$ cat src/rtl/gbc_dma_pkg.sv
// Shared types and constants for the GBC DMA engines.
package gbc_dma_pkg;

  typedef enum logic [1:0] {
    IDLE  = 2'd0,
    RUN   = 2'd1,
    DRAIN = 2'd2
  } dma_state_t;

  localparam int         OAM_LEN  = 160;
  localparam logic [7:0] ECHO_LO  = 8'hE0;
  localparam logic [7:0] ECHO_OFS = 8'h20;

  // Pages E0-FF alias the work RAM at C0-DF.
  function automatic logic [7:0] eff_page(input logic [7:0] page);
    return (page >= ECHO_LO) ? page - ECHO_OFS : page;
  endfunction

endpackage

$ cat src/rtl/oam_dma_if.sv
// Source-read and OAM-write bus between the DMA engine (master) and memories (slave).
interface oam_dma_if;
  logic        src_en;
  logic [15:0] src_addr;
  logic [7:0]  src_din;
  logic        dst_en;
  logic        dst_we;
  logic [14:0] dst_addr;
  logic [7:0]  dst_dout;

  modport master (
    output src_en, src_addr, dst_en, dst_we, dst_addr, dst_dout,
    input  src_din
  );

  modport slave (
    input  src_en, src_addr, dst_en, dst_we, dst_addr, dst_dout,
    output src_din
  );
endinterface

$ cat src/rtl/oam_dma.sv
// OAM DMA: FF46 write copies LENGTH bytes from a source page into OAM RAM.
// Optional build macro OAM_DMA_RESTART_EN: a trigger while busy restarts the copy.
module oam_dma
  import gbc_dma_pkg::*;
#(
  parameter int          LENGTH   = OAM_LEN,
  parameter logic [14:0] DST_BASE = 15'h0000
) (
  input  logic        clka,
  input  logic        rsta,
  input  logic        reg_we,
  input  logic [7:0]  reg_din,
  output logic [7:0]  reg_dout,
  input  logic        pause,
  output logic        busy,
  oam_dma_if.master   mem
);

  localparam logic [8:0] LAST_IDX = 9'(LENGTH - 1);

  dma_state_t state_reg;
  logic [7:0] page_reg;
  logic [8:0] idx_reg;
  logic       pend_reg;
  logic [7:0] pidx_reg;
  logic       busy_reg;

  logic issue;
  logic trigger;

  assign issue = (state_reg == RUN) && !pause;

`ifdef OAM_DMA_RESTART_EN
  assign trigger = reg_we;
`else
  assign trigger = reg_we && (state_reg == IDLE);
`endif

  always_ff @(posedge clka or posedge rsta) begin
    if (rsta) begin
      state_reg <= IDLE;
      page_reg  <= 8'hFF;
      idx_reg   <= 9'd0;
      pend_reg  <= 1'b0;
      pidx_reg  <= 8'd0;
      busy_reg  <= 1'b0;
    end else begin
      // Every issued read becomes a write next cycle, even across a restart.
      pend_reg <= issue;
      if (issue) begin
        pidx_reg <= idx_reg[7:0];
      end

      case (state_reg)
        IDLE: ;
        RUN: begin
          if (issue) begin
            idx_reg <= idx_reg + 9'd1;
            if (idx_reg == LAST_IDX) begin
              state_reg <= DRAIN;
            end
          end
        end
        DRAIN: begin
          state_reg <= IDLE;
          busy_reg  <= 1'b0;
        end
        default: begin
          state_reg <= IDLE;
          busy_reg  <= 1'b0;
        end
      endcase

      if (trigger) begin
        page_reg  <= reg_din;
        idx_reg   <= 9'd0;
        state_reg <= RUN;
        busy_reg  <= 1'b1;
      end
    end
  end

  // Address/data buses are forced to zero when idle so reset shows all-zero outputs.
  assign mem.src_en   = issue;
  assign mem.src_addr = issue ? {eff_page(page_reg), idx_reg[7:0]} : 16'h0000;
  assign mem.dst_en   = pend_reg;
  assign mem.dst_we   = pend_reg;
  assign mem.dst_addr = pend_reg ? DST_BASE + {7'b0, pidx_reg} : 15'h0000;
  assign mem.dst_dout = pend_reg ? mem.src_din : 8'h00;

  assign reg_dout = page_reg;
  assign busy     = busy_reg;

endmodule

$ cat src/flat_wrapper.sv
// flat-port wrapper written by rule: the top's interface ports become plain ports
module oam_dma_flat import gbc_dma_pkg::*;
#(
  parameter int          LENGTH   = OAM_LEN,
  parameter logic [14:0] DST_BASE = 15'h0000
)
  (clka, rsta, reg_we, reg_din, reg_dout, pause, busy, mem_src_en, mem_src_addr, mem_dst_en, mem_dst_we, mem_dst_addr, mem_dst_dout, mem_src_din);
  oam_dma_if mem_i ();
  input  logic clka;
  input  logic rsta;
  input  logic reg_we;
  input  logic [7:0] reg_din;
  output logic [7:0] reg_dout;
  input  logic pause;
  output logic busy;
  output wire logic [$bits(mem_i.src_en)-1:0] mem_src_en;
  output wire logic [$bits(mem_i.src_addr)-1:0] mem_src_addr;
  output wire logic [$bits(mem_i.dst_en)-1:0] mem_dst_en;
  output wire logic [$bits(mem_i.dst_we)-1:0] mem_dst_we;
  output wire logic [$bits(mem_i.dst_addr)-1:0] mem_dst_addr;
  output wire logic [$bits(mem_i.dst_dout)-1:0] mem_dst_dout;
  input wire logic [$bits(mem_i.src_din)-1:0] mem_src_din;
  assign mem_src_en = mem_i.src_en;
  assign mem_src_addr = mem_i.src_addr;
  assign mem_dst_en = mem_i.dst_en;
  assign mem_dst_we = mem_i.dst_we;
  assign mem_dst_addr = mem_i.dst_addr;
  assign mem_dst_dout = mem_i.dst_dout;
  assign mem_i.src_din = mem_src_din;
  oam_dma #(.LENGTH(LENGTH), .DST_BASE(DST_BASE)) u_core (.clka(clka), .rsta(rsta), .reg_we(reg_we), .reg_din(reg_din), .reg_dout(reg_dout), .pause(pause), .busy(busy), .mem(mem_i));
endmodule
$ cat config.mk
export PLATFORM = sky130hd
export DESIGN_NAME = oam_dma_flat
export DESIGN_NICKNAME = d
export VERILOG_FILES = /design/src/rtl/gbc_dma_pkg.sv /design/src/rtl/oam_dma_if.sv /design/src/rtl/oam_dma.sv /design/src/flat_wrapper.sv
export SDC_FILE = /design/constraint.sdc
export NUM_CORES = 1
export LEC_CHECK = 0
export CORE_MARGIN = 2
export CORE_UTILIZATION = 45
export CTS_BUF_LIST = sky130_fd_sc_hd__clkbuf_8
export CTS_CLUSTER_SIZE = 14
export DETAILED_ROUTE_END_ITERATION = 8
export PLACE_DENSITY = 0.87
export SETUP_SLACK_MARGIN = 0.5
export SYNTH_ARGS = -nofsm -noshare
export SYNTH_HDL_FRONTEND = slang
export SYNTH_SLANG_ARGS = --single-unit
$ cat constraint.sdc
create_clock -name clka -period 3 [get_ports clka]
set_input_delay 0.6 -clock clka [delete_from_list [all_inputs] [get_ports clka]]
set_output_delay 0.6 -clock clka [all_outputs]
set_load 0.02 [all_outputs]
Word-level counts from Yosys, hierarchy flattened
Cells that the tools add are included.
Word-level totals
  output and inout port bits: 51
  logic and storage cells: 37
  bits in registers: 29
Operators by class
  reductions and logical operators: 9
  $add $sub $neg: 2
  equality and inequality tests: 6
  $lt $le $gt $ge: 1
  muxes and demuxes: 13
Operators with widths (count)
  $mux W9: 3
  $mux W8: 3
  $mux W16: 1
  $add A9 B1 Y9 const B: 1
  $eq A9 B8 Y1 const B: 1
  $ge A8 B8 Y1 const B: 1
  $sub A8 B6 Y8 const B: 1
  $mux W2: 3
  $ne A2 B1 Y1 const B: 2
  $pmux W2 S2: 1
  $reduce_bool A2 Y1: 2
  $ne A3 B1 Y1 const B: 1
  $ne A3 B2 Y1 const B: 1
  $reduce_and A3 Y1: 1
  $eq A2 B1 Y1 const B: 1
  $logic_and A1 B1 Y1: 2
  $logic_not A2 Y1: 1
  $mux W1: 2
  $reduce_and A2 Y1: 1
  $reduce_or A2 Y1: 1
  $logic_not A1 Y1: 1

Longest topological paths before layout
  depth in word-level cells: 5
  depth in mapped cells: 5
  gate-level depth less buffers: 4

Worst setup path before layout
No wires, ideal clock.
  path kind: input to output
  start point: input pause
  end point: output mem_src_addr[14]
  data required time: 2400 ps
  stages on the path: 4
  arrival: 1934 ps
  buffers on the path: 2
  slack: 466 ps
  cells stage by stage: or3b_1 > buf_2 > buf_1 > a311oi_1
Between the ends
  cells in the longest elaborated chain, start to end: 3
Ends and longest elaborated chain
  from (decl): RTL line flat_wrapper.sv:14  | input logic pause;
  $logic_not A1 Y1: RTL line oam_dma.sv:31  | assign issue = (state_reg == RUN) && !pause;
  $logic_and A1 B1 Y1: RTL line oam_dma.sv:31
  $mux W16: RTL line oam_dma.sv:85  | assign mem.src_addr = issue ? {eff_page(page_reg), idx_reg[7:0]} : 16'h0000;
  to (decl): RTL line flat_wrapper.sv:17  | output wire logic [$bits(mem_i.src_addr)-1:0] mem_src_addr;
Every way passes these cells.

Final worst setup path
  start point: input pause
  end point: output mem_src_addr[1]
Same word-level chain as after synthesis.

==> summary.md <==
| Metric | Value |
|---|---|
| Status | `finished, final reports clean` |
| Final #Nets | `250` |
| Cell internal pwr | `844 uW` |
| Rows | `20` |
| Final hold violation count | `0` |
| Worst vdd ir | `roughly 0.00036 V` |
| Fraction of layout instances using a drive strength above 1 | `about 18%` |
| CTS Sinks | `29` |
| Slew margin rel. | `51.0%` |
| H-tree depth | `2` |
| DR vias | `about 1300` |
| CTS tree | `yes` |
| Clk slew on worst S/H paths | `0.06 ns` |
| Number of max-cap violations | `0` |
| ANT cells | `0` |
| CP Capture Type | `primary output` |
| Post-DP HPWL | `2830 um` |
| First-pass DRT Iterations | `5` |
| Final setup vio count | `0` |
| Setup slack, reg-to-reg | `between 1 and 1.5 ns` |
| Setup tns final | `0 ns` |
| Core area | `between 3000 and 4000 um^2` |
| Root Buffer | `clkbuf_8` |
| Buffers added on ports | `between 60 and 70` |
| Required time of the critical path | `2.40 ns` |
| Slowest cell on crit path | `clkdlybuf4s50_1` |
| Yosys reg bits | `29` |
| Routed len/inst | `around 13 um` |
| Via-to-Cell Ratio | `4.91` |
| Worst slew pin tran | `approximately 0.73 ns` |
| First-pass GRT wire length | `just under 6000 um` |
| Max reg flops | `9` |
| Fin Hold WS | `0.467 ns` |
| Post-Syn Area | `about 1500 um^2` |
| Initial Utilization | `around 48%` |
| Gpl congestion | `~0.8` |
| Final min period | `around 2.4 ns` |
| Power per cell area | `578 nW/um^2` |
| Clock network fraction of total power | `between 20% and 30%` |
| CP cell instances | `dlygate4sd2_1 > and4bb_2 > clkdlybuf4s50_1` |
| Die Y | `~61 um` |
| GRT Overall Usage | `a little over a fifth` |
| Vias in the first global route | `about 1300` |
| Post-route cell area | `~2200 um^2` |
| Startpoint Class | `input pin` |
| Total placed instance area | `around 2200 um^2` |
| Crit path max-delay family | `buffers and inverters` |
| Clock buffer count from CTS | `5` |
| Die width | `just over 60 um` |
| RSZ-0062 raised after global routing | `no` |
| Clk_skew | `0.00663 ns` |
| Skew-Pair Late Insertion Delay | `roughly 0.28 ns` |
| Final wirelength | `~3600 um` |
| Inst Count DP | `between 200 and 300` |
| RR Endpoint | `u_core.state_reg[0]` |
| Net Sw Power | `between 400 and 500 uW` |
| Area Growth Syn to Fin | `49.9%` |
| Fmax | `409 MHz` |
| Die Area | `3760 um^2` |
| Final period utilization | `81.6%` |
| Overall Power | `about 1300 uW` |
| Initial DRC count | `24` |
| Kind of critical path | `input pin to primary output` |
| Crit. Startpoint | `pause` |
| Hold_buf cts | `0` |
| Flop pwr share | `43.8%` |
| Launching point of the worst reg2reg path | `u_core.state_reg[1]` |
| Initial antenna violation count | `0` |
| Mapped Cells | `around 160` |
| # fillers | `250` |
| DRT antenna net count | `0` |
| Sw Share | `roughly a third` |
| Hold Crit Class | `flip-flop to flip-flop` |
| Overflow after GRT | `0` |
| Max Buffers Root-to-Sink | `2` |
| CP endpoint | `mem_src_addr[1]` |
| Sequential cell area fraction in the yosys report | `between 40 and 50%` |
| Fin cells | `roughly 270` |
| Largest net degree at the start of global routing | `30` |
| Io pins | `a little over 70` |
| Static Leakage | `between 0.001 and 0.0015 uW` |
| Logic pwr share | `between 30% and 40%` |
| Mean post-synth cell area | `9.35 um^2` |
| DRC errors left | `0` |
| Cell count of the worst reg-to-reg path | `4` |
| Synth warn | `0` |
| Worst EP arrival | `approximately 1.9 ns` |
| Critical path buffers and inverters | `2` |
| Worst stage delay on the critical path | `~0.62 ns` |
| CP Max Fanout | `4` |
| WP depth | `3` |
| Final Max Slew Viols | `0` |
| Synth unique cells | `33` |
synthesized netlist by cell type:
master,n,share of area (%)
buf_4,8,4.1
mux2i_1,4,2.7
nor3b_1,1,0.51
a21oi_1,4,1.4
and4bb_2,1,0.85
or4bb_1,1,0.76
nand4bb_1,1,0.76
and2_1,24,10
nor4_1,2,0.85
buf_1,1,0.25
nor3_1,1,0.34
nor2_1,5,1.3
a311oi_1,1,0.59
and4_1,1,0.59
nand2b_1,1,0.42
clkbuf_1,3,0.76
nand2_1,29,7.4
inv_1,10,2.5
or3b_1,1,0.59
nand3_1,3,1.0
or3b_2,1,0.59
buf_2,2,0.68
nand4_1,2,0.85
a21o_1,7,3.6
xnor2_1,1,0.59
and3_1,1,0.42
conb_1,1,0.25
o21ai_0,6,2.0
or3_1,3,1.3
dfstp_2,8,14
ha_1,2,1.7
a211oi_1,1,0.51
dfrtp_1,21,36
power by group through the flow:
stage	Sequential, uW	Combinational (uW)	Clock [uW]
2_1_floorplan	561	242	0
3_3_place_gp	558	432	0
3_5_place_dp	566	448	0
4_1_cts	560	438	301
5_1_grt	577	462	318
6_report	561	426	294
worst register-to-register path, cell delays in order, from the launching register on:
cell	delay, ns
dfrtp_1	0.44
or3b_4	0.42
buf_4	0.17
nor4_1	0.38
nor3_1	0.09
worst min path at each step:
stage	end	slack, ns	start	cells after the start
global route	u_core.pidx_reg[4]	0.49	u_core.pidx_reg[4]	1
floorplan	u_core.state_reg[1]	0.43	u_core.idx_reg[8]	1
CTS	u_core.reg_dout[2]	0.47	u_core.reg_dout[2]	2
detailed placement	u_core.reg_dout[2]	0.46	u_core.reg_dout[2]	2
global placement	u_core.reg_dout[4]	0.45	u_core.reg_dout[4]	2
finish	u_core.reg_dout[2]	0.47	u_core.reg_dout[2]	2
per-layer routing:
layer  vias to the layer above  share of wire (%)  track usage, %
met5                         -                  0               0
met4                         0                1.0            7.45
met3                         5                9.1            5.88
met2                        64                 52            39.1
met1                       624                 38            25.2
li1                        648                  -               -
per-stage QoR:
| stage | setup slack, ns | utilization, % |
|---|---|---|
| final | 0.552 | 72.0 |
| after global routing | 0.514 | 72.0 |
| after CTS | 0.504 | 73.5 |
| after detailed placement | -0.196 | 70.8 |
| after global placement | -0.0665 | 70.8 |
| after floorplan | 0.498 | - |
placed cells by master (no fill, tap or decap), drive strengths merged, types with 4 or more instances in the layout:
cell           netlist  final
a21o                 7      7
a21oi                4      4
and2                24     24
buf                 11     19
clkbuf               3      7
clkdlybuf4s50        0     46
conb                 1      7
dfrtp               21     21
dfstp                8      8
inv                 10     13
mux2i                4      4
nand2               29     29
nor2                 5      5
o21ai                6      6
kinds of logic (layout without fill, tap and decap cells):
group           Yosys count  after routing  share of synthesized area (%)
mux                       4              4                           2.71
flops                    29             29                           49.8
simple gates             78             78                           28.6
compound gates           19             19                           8.04
fa+ha+maj                 2              2                           1.69
buf+inv                  24             89                           8.30
xor+xnor                  1              1                          0.593
other cells               1              7                          0.254
cell type report:
class	instances	area (um^2)	area share [%]
clock buffer	5	68.8	3.11
clock inverter	3	11.3	0.508
inverter	10	37.5	1.69
multi-input combinational	111	664	30.0
sequential	29	736	33.2
tap	44	55.1	2.49
timing repair buffer	71	642	29.0
repair_timing:
item                                    in CTS  in global routing
resized for setup                           51                 12
pin swaps                                    2                  0
buffers inserted                             0                  0
endpoints found under the setup margin      17                 12
cloned                                       0                  0
hold endpoints to repair                     0                  0
(Power assumes the default switching activity.)
